$ cat src/rtl/tdm_demux4_if.sv
// rtl/tdm_demux4_if.sv - serial sample input and parallel frame output bundle for tdm_demux4
interface tdm_demux4_if #(
   parameter int WIDTH = 1
);
   logic [WIDTH-1:0]   din;
   logic               din_valid;
   logic               sync;
   logic [4*WIDTH-1:0] w;
   logic               frame_valid;
   logic               locked;
   logic [1:0]         slot;
   logic               sync_err;

   modport master (
      output din, din_valid, sync,
      input  w, frame_valid, locked, slot, sync_err
   );

   modport slave (
      input  din, din_valid, sync,
      output w, frame_valid, locked, slot, sync_err
   );
endinterface

$ cat src/rtl/tdm_demux4.sv
// rtl/tdm_demux4.sv - 4-slot round-robin TDM demultiplexer with sync-marker lock.
// Optional strict lost-sync detection at slot 0: TDM_DEMUX_SYNC_CHECK_EN.
module tdm_demux4 #(
   parameter int WIDTH = 1
) (
   input  logic         clk,
   input  logic         rst,
   tdm_demux4_if.slave  bus
);
   typedef enum logic {HUNT = 1'b0, LOCKED = 1'b1} state_t;

   state_t             state_q, state_d;
   logic [1:0]         slot_q, slot_d;
   logic [WIDTH-1:0]   sh0_q, sh0_d, sh1_q, sh1_d, sh2_q, sh2_d;
   logic [4*WIDTH-1:0] w_q, w_d;
   logic               fv_q, fv_d;
   logic               err_q, err_d;
   logic [WIDTH-1:0]   din;

   assign din = bus.din;

   always_ff @(posedge clk or posedge rst) begin
      if (rst) begin
         state_q <= HUNT;
         slot_q  <= 2'd0;
         sh0_q   <= '0;
         sh1_q   <= '0;
         sh2_q   <= '0;
         w_q     <= '0;
         fv_q    <= 1'b0;
         err_q   <= 1'b0;
      end else begin
         state_q <= state_d;
         slot_q  <= slot_d;
         sh0_q   <= sh0_d;
         sh1_q   <= sh1_d;
         sh2_q   <= sh2_d;
         w_q     <= w_d;
         fv_q    <= fv_d;
         err_q   <= err_d;
      end
   end

   always_comb begin
      state_d = state_q;
      slot_d  = slot_q;
      sh0_d   = sh0_q;
      sh1_d   = sh1_q;
      sh2_d   = sh2_q;
      w_d     = w_q;
      fv_d    = 1'b0;
      err_d   = 1'b0;
      if (bus.din_valid) begin
         if (state_q == HUNT) begin
            if (bus.sync) begin
               sh0_d   = din;
               slot_d  = 2'd1;
               state_d = LOCKED;
            end
         end else if (bus.sync && slot_q != 2'd0) begin
            // Early sync restarts the frame; older shadow slots get overwritten before use
            err_d  = 1'b1;
            sh0_d  = din;
            slot_d = 2'd1;
         end else if (!bus.sync && slot_q == 2'd0) begin
`ifdef TDM_DEMUX_SYNC_CHECK_EN
            err_d   = 1'b1;
            state_d = HUNT;
            slot_d  = 2'd0;
`else
            sh0_d  = din;
            slot_d = 2'd1;
`endif
         end else begin
            slot_d = slot_q + 2'd1;
            case (slot_q)
               2'd0:    sh0_d = din;
               2'd1:    sh1_d = din;
               2'd2:    sh2_d = din;
               default: begin
                  w_d  = {din, sh2_q, sh1_q, sh0_q};
                  fv_d = 1'b1;
               end
            endcase
         end
      end
   end

   assign bus.w           = w_q;
   assign bus.frame_valid = fv_q;
   assign bus.locked      = (state_q == LOCKED);
   assign bus.slot        = slot_q;
   assign bus.sync_err    = err_q;
endmodule

$ cat src/flat_wrapper.sv
// flat-port wrapper written by rule: the top's interface ports become plain ports
module tdm_demux4_flat 
#(
   parameter int WIDTH = 1
)
  (clk, rst, bus_din, bus_din_valid, bus_sync, bus_w, bus_frame_valid, bus_locked, bus_slot, bus_sync_err);
  tdm_demux4_if #(.WIDTH(WIDTH)) bus_i ();
  input  logic clk;
  input  logic rst;
  input wire logic [$bits(bus_i.din)-1:0] bus_din;
  input wire logic [$bits(bus_i.din_valid)-1:0] bus_din_valid;
  input wire logic [$bits(bus_i.sync)-1:0] bus_sync;
  output wire logic [$bits(bus_i.w)-1:0] bus_w;
  output wire logic [$bits(bus_i.frame_valid)-1:0] bus_frame_valid;
  output wire logic [$bits(bus_i.locked)-1:0] bus_locked;
  output wire logic [$bits(bus_i.slot)-1:0] bus_slot;
  output wire logic [$bits(bus_i.sync_err)-1:0] bus_sync_err;
  assign bus_i.din = bus_din;
  assign bus_i.din_valid = bus_din_valid;
  assign bus_i.sync = bus_sync;
  assign bus_w = bus_i.w;
  assign bus_frame_valid = bus_i.frame_valid;
  assign bus_locked = bus_i.locked;
  assign bus_slot = bus_i.slot;
  assign bus_sync_err = bus_i.sync_err;
  tdm_demux4 #(.WIDTH(WIDTH)) u_core (.clk(clk), .rst(rst), .bus(bus_i));
endmodule
$ cat config.mk
export PLATFORM = sky130hd
export DESIGN_NAME = tdm_demux4_flat
export DESIGN_NICKNAME = d
export VERILOG_FILES = /design/src/rtl/tdm_demux4_if.sv /design/src/rtl/tdm_demux4.sv /design/src/flat_wrapper.sv
export SDC_FILE = /design/constraint.sdc
export NUM_CORES = 1
export LEC_CHECK = 0
export CORE_MARGIN = 10
export CORE_UTILIZATION = 40
export CTS_BUF_LIST = sky130_fd_sc_hd__clkbuf_8
export CTS_CLUSTER_DIAMETER = 50
export DETAILED_ROUTE_END_ITERATION = 12
export PLACE_DENSITY = 0.78
export SETUP_SLACK_MARGIN = 0.5
export SYNTH_ARGS = -nofsm -noshare
export SYNTH_HDL_FRONTEND = slang
export SYNTH_SLANG_ARGS = --single-unit
$ cat constraint.sdc
create_clock -name clk -period 4.8 [get_ports clk]
set_clock_uncertainty 0.05 [all_clocks]
set_input_delay 0.96 -clock clk [delete_from_list [all_inputs] [get_ports clk]]
set_output_delay 0.96 -clock clk [all_outputs]
set_load 0.05 [all_outputs]
---- Word-level counts from Yosys, hierarchy flattened ----
Cells that the tools add are included.
word-level totals
  bits in registers ....................... 12
  output and inout bits ................... 9
operators by class
  add/sub/neg operators ................... 1
  eq/ne operators ......................... 3
  multiplexer cells ....................... 19
  bitwise operators ....................... 3
  reductions and logical operators ........ 12
operator list
  cell                                                              count
  1-bit 2-to-1 mux                                                  15
  5-bit AND reduction                                               3
  2-bit 2-to-1 mux                                                  4
  4-bit != test (second input constant)                             1
  2-bit nonzero test                                                2
  1-bit NOT                                                         3
  3-bit AND reduction                                               1
  3-bit OR reduction                                                1
  2-bit by 1-bit adder with 2-bit output (second input constant)    1
  2-bit by 1-bit == test with 1-bit output (second input constant)  1
  2-bit == test (second input constant)                             1
  1-bit logical AND                                                 2
  2-bit zero test                                                   1
  2-bit AND reduction                                               1
  1-bit zero test                                                   1

---- Logic depth before layout (Yosys ltp) ----
  depth after elaboration ................. 7
  gate-level depth with buffers ........... 7
  depth with buffers taken out ............ 7

---- Worst setup path before layout ----
OpenSTA, ideal clock, no wires.
  kind .................................... reg-to-reg
  from .................................... register u_core.slot_q[0] (netlist: u_core.bus.slot[0])
  to ...................................... register u_core.w_q[0] (netlist: u_core.bus.w[0])
  arrival ................................. 2134 ps
  data required time ...................... 4625 ps
  path slack .............................. 2491 ps
  stages on the path, launching flop included .. 6
  buffers on the path ..................... 0
  cell sequence ........................... dfrtp_1 -> inv_1 -> ha_1 -> ha_1 -> or4b_4 -> mux2_4
on the way
  longest elaborated chain between the ends .. 4
  elaborated cells on any way between the ends .. 11
ends and longest elaborated chain
  element                                                                 line              text
  start, declared                                                         tdm_demux4.sv:13  logic [1:0] slot_q, slot_d;
  start signal, assigned                                                  tdm_demux4.sv:34  slot_q <= slot_d;
  2-bit by 1-bit == test with 1-bit output, or another cell as far along  tdm_demux4.sv:76  case (slot_q)
  3-bit OR reduction (no source line), or another cell as far along       --
  1-bit NOT (no source line)                                              --
  5-bit AND reduction (no source line) (*)                                --
  end signal, assigned                                                    tdm_demux4.sv:38  w_q <= w_d;
  end, declared                                                           tdm_demux4.sv:15  logic [4*WIDTH-1:0] w_q, w_d;
Mark *: on every way between the ends. The rest lies on a longest branch, timed or not.
A chain may end at the register's enable or synchronous reset.

---- Final worst setup path ----
  from .................................... input bus_sync
  to ...................................... register u_core.w_q[0] (netlist: u_core.bus.w[0])
on the way
  longest elaborated chain between the ends .. 4
  elaborated cells on any way between the ends .. 6
ends and longest elaborated chain
  element                                   line                text
  start, declared                           flat_wrapper.sv:12  input wire logic [$bits(bus_i.sync)-1:0] bus_sync;
  1-bit zero test                           tdm_demux4.sv:65    end else if (!bus.sync && slot_q == 2'd0) begin
  1-bit logical AND                         tdm_demux4.sv:65
  1-bit NOT (no source line)                --
  5-bit AND reduction (no source line) (*)  --
Marks and branches as above.

==> flow_metrics.tcl <==
set metrics [dict create \
    clk_pin_slew_ps 50 \
    slew_headroom_pct 66.3 \
    die_y_um 58.6 \
    cts_tree "done" \
    grt_overflow_total 0 \
    pwr_density_cell_mw_per_mm2 663 \
    track_usage_pct 6.60 \
    grt_pass1_vias 395 \
    switching_share_pct 41.0 \
    antenna_found_initial 0 \
    hold_viol_final 0 \
    portBuffers 13 \
    cts_max_level 1 \
    max_freq_ghz 0.386 \
    final_nets 75 \
    pwr-share-comb_pct 50.8 \
    min_period_ps 2590 \
    dp.cells 73 \
    tightest_slew_ps 503 \
    clock_path_buffers 2 \
    route.vias.total 378 \
    path_max_fanout 4 \
    max_stage_delay_ps 590 \
    ys_types 16 \
    hold_path_class "flop to flop" \
    path_depth 5 \
    post_cts_buffers 0 \
    avgSynthCellArea_um2 13.3 \
    grt_setup_unrepaired "no" \
    cp.arrival_ps 2650 \
    n_antenna_cell 0 \
    initialDrtViolationCount 6 \
    holdPathStages 1 \
    endpoint_kind "flop" \
    drive_gt1_share_pct 23.0 \
    rrSetupSlack_ps 2730 \
    ios 14 \
    path_cells "clkdlybuf4s50_1 -> inv_1 -> ha_1 -> or4b_4 -> mux2_4" \
    wire_per_inst_um 14.0 \
    fin_crit_sh_pct 54.0 \
    vdd_drop_max_uv 381 \
    cp_num_buf_inv 2 \
    place.detailed.hpwl_um 865 \
    final_cell_count_no_fill 76 \
    synth_nets 57 \
    worstSetupPathType "input pin to flop" \
    worst_ep_required_time_ps 4860 \
    p_seq_share_pct 32.7 \
    place_congestion 0.824 \
    grt_max_degree 13 \
    reg2reg_from "u_core.bus.slot[0]" \
    setup_viol 0 \
    fin_total_pwr_uw 522 \
    fin_util_pct 58.3 \
    critical_path.slowest_cell "or4b_4" \
    holdPathEnd "u_core.bus.w[2]" \
    synthCells 45 \
    start_kind "input pin" \
    yosysWarnings 0 \
    fin_ws_ps 2210 \
    dr.pass1.iters 3 \
    r2r-end "u_core.bus.w[0]" \
    die_area_mm2 0.00344 \
    p_leak_uw 0.000379 \
    synth_seq_cells 12 \
    slew_violations 0 \
    p_clk_share_pct 16.5 \
    coreArea_mm2 0.00135 \
    initial_utilization_pct 44.2 \
    root_buffer "clkbuf_8" \
    netlist_area_um2 597 \
    ant_nets 0 \
    tns_ps 0 \
    rows 13 \
    cts_buffers 3 \
    die_w_um 58.6 \
    area_delta_synth_final_pct 31.9 \
    p_int_uw 308 \
    hold_start "u_core.sh2_q" \
    clk_latency_ps 230 \
    hold_buffers 0 \
    routed_via_density 4.97 \
    p_sw_uw 214 \
    reg2reg_depth 6 \
    post_cts_resized 0 \
    cts.sinks 12 \
    critical-path-top-delay-family "simple AND/OR/NAND/NOR gates" \
    startpoint "bus_sync" \
    grt_pass1_wl_um 1770 \
    drc 0 \
    pre_cts_ws_ps 1970 \
    routed_wl_um 1070 \
    maxCapViolCount 0 \
    status "finished clean" \
    synth_seq_area_share_pct 50.3 \
]
[stage by stage]
stage / cell area (um2) / hold WS, ps
2_1_floorplan: 597 / 426
3_3_place_gp: 746 / 441
3_5_place_dp: 746 / 442
4_1_cts: 787 / 453
5_1_grt: 787 / 485
6_report: 787 / 449
[registers in the layout, indices dropped and copies added (netlist names)]
register	cells
u_core.bus.sync_err	1
u_core.bus.slot	2
u_core.sh0_q	1
u_core.bus.w	4
u_core.sh2_q	1
u_core.bus.locked	1
u_core.sh1_q	1
u_core.bus.frame_valid	1
[Yosys cell counts]
library cell / number / area share (%)
a21o_2: 1 / 1.5
a22o_1: 1 / 1.5
and2_1: 1 / 1.0
and3_2: 1 / 1.3
dfrtp_1: 12 / 50
ha_1: 7 / 15
inv_1: 5 / 3.1
mux2_2: 3 / 5.7
mux2_4: 4 / 10
nand2_2: 1 / 1.0
nand4_1: 2 / 2.1
nor2_1: 2 / 1.3
nor3b_1: 1 / 1.3
o21ai_0: 2 / 1.7
o31ai_1: 1 / 1.3
or4b_4: 1 / 2.3
[worst register-to-register path, cell delays in order, from the launching register on]
cell and delay [ps]:
dfrtp_1 440, inv_1 130, ha_1 180, inv_1 50, ha_1 230, or4b_4 550
mux2_4 320
[power groups by stage]
stage	clock network (uW)	registers, uW	logic, uW
CTS	88.5	171	269
detailed placement	0	172	269
floorplan	0	261	95.9
finish	86.3	170	265
global route	92.5	176	285
global placement	0	171	266
[routing by layer]
layer  track usage (%)  part of all wire [%]  wire [um]  up-vias
met4              5.90                   2.4         26        0
li1                  -                     -          -      186
met5                 0                     0          0        -
met3              2.15                   8.1         86        2
met1              7.40                    47        503      179
met2              9.71                    42        449       11
[cell families after synthesis]
logic type | Yosys count | share of synthesized area, %
DFF | 12 | 50.3
and+or+nand+nor | 9 | 10.3
muxes | 7 | 15.7
buffers and inverters | 5 | 3.14
AOI/OAI and AO/OA | 5 | 5.87
adders and majority gates | 7 | 14.7
[cell usage in the layout (no fill, tap or decap), types with 2 or more instances in the layout]
cell type,instances
clkdlybuf4s50_1,13
dfrtp_1,12
ha_1,7
inv_1,5
mux2_4,4
mux2_2,3
clkbuf_8,3
nand4_1,2
o21ai_0,2
nor2_1,2
[area by class of cell]
type | count | area, um2
Fill cell | 113 | 563
Sequential cell | 12 | 300
Multi-Input combinational cell | 28 | 278
Timing Repair Buffer | 13 | 130
Clock buffer | 3 | 41.3
Inverter | 5 | 18.8
Tap cell | 15 | 18.8
[worst max path at each step]
stage,end,slack [ps]
floorplan,u_core.bus.w[0],2490
global placement,u_core.bus.w[0],1990
detailed placement,u_core.bus.w[2],1970
CTS,u_core.bus.w[0],2220
global route,u_core.bus.w[1],2160
finish,u_core.bus.w[0],2210
Power figures use the tool's default switching activity.
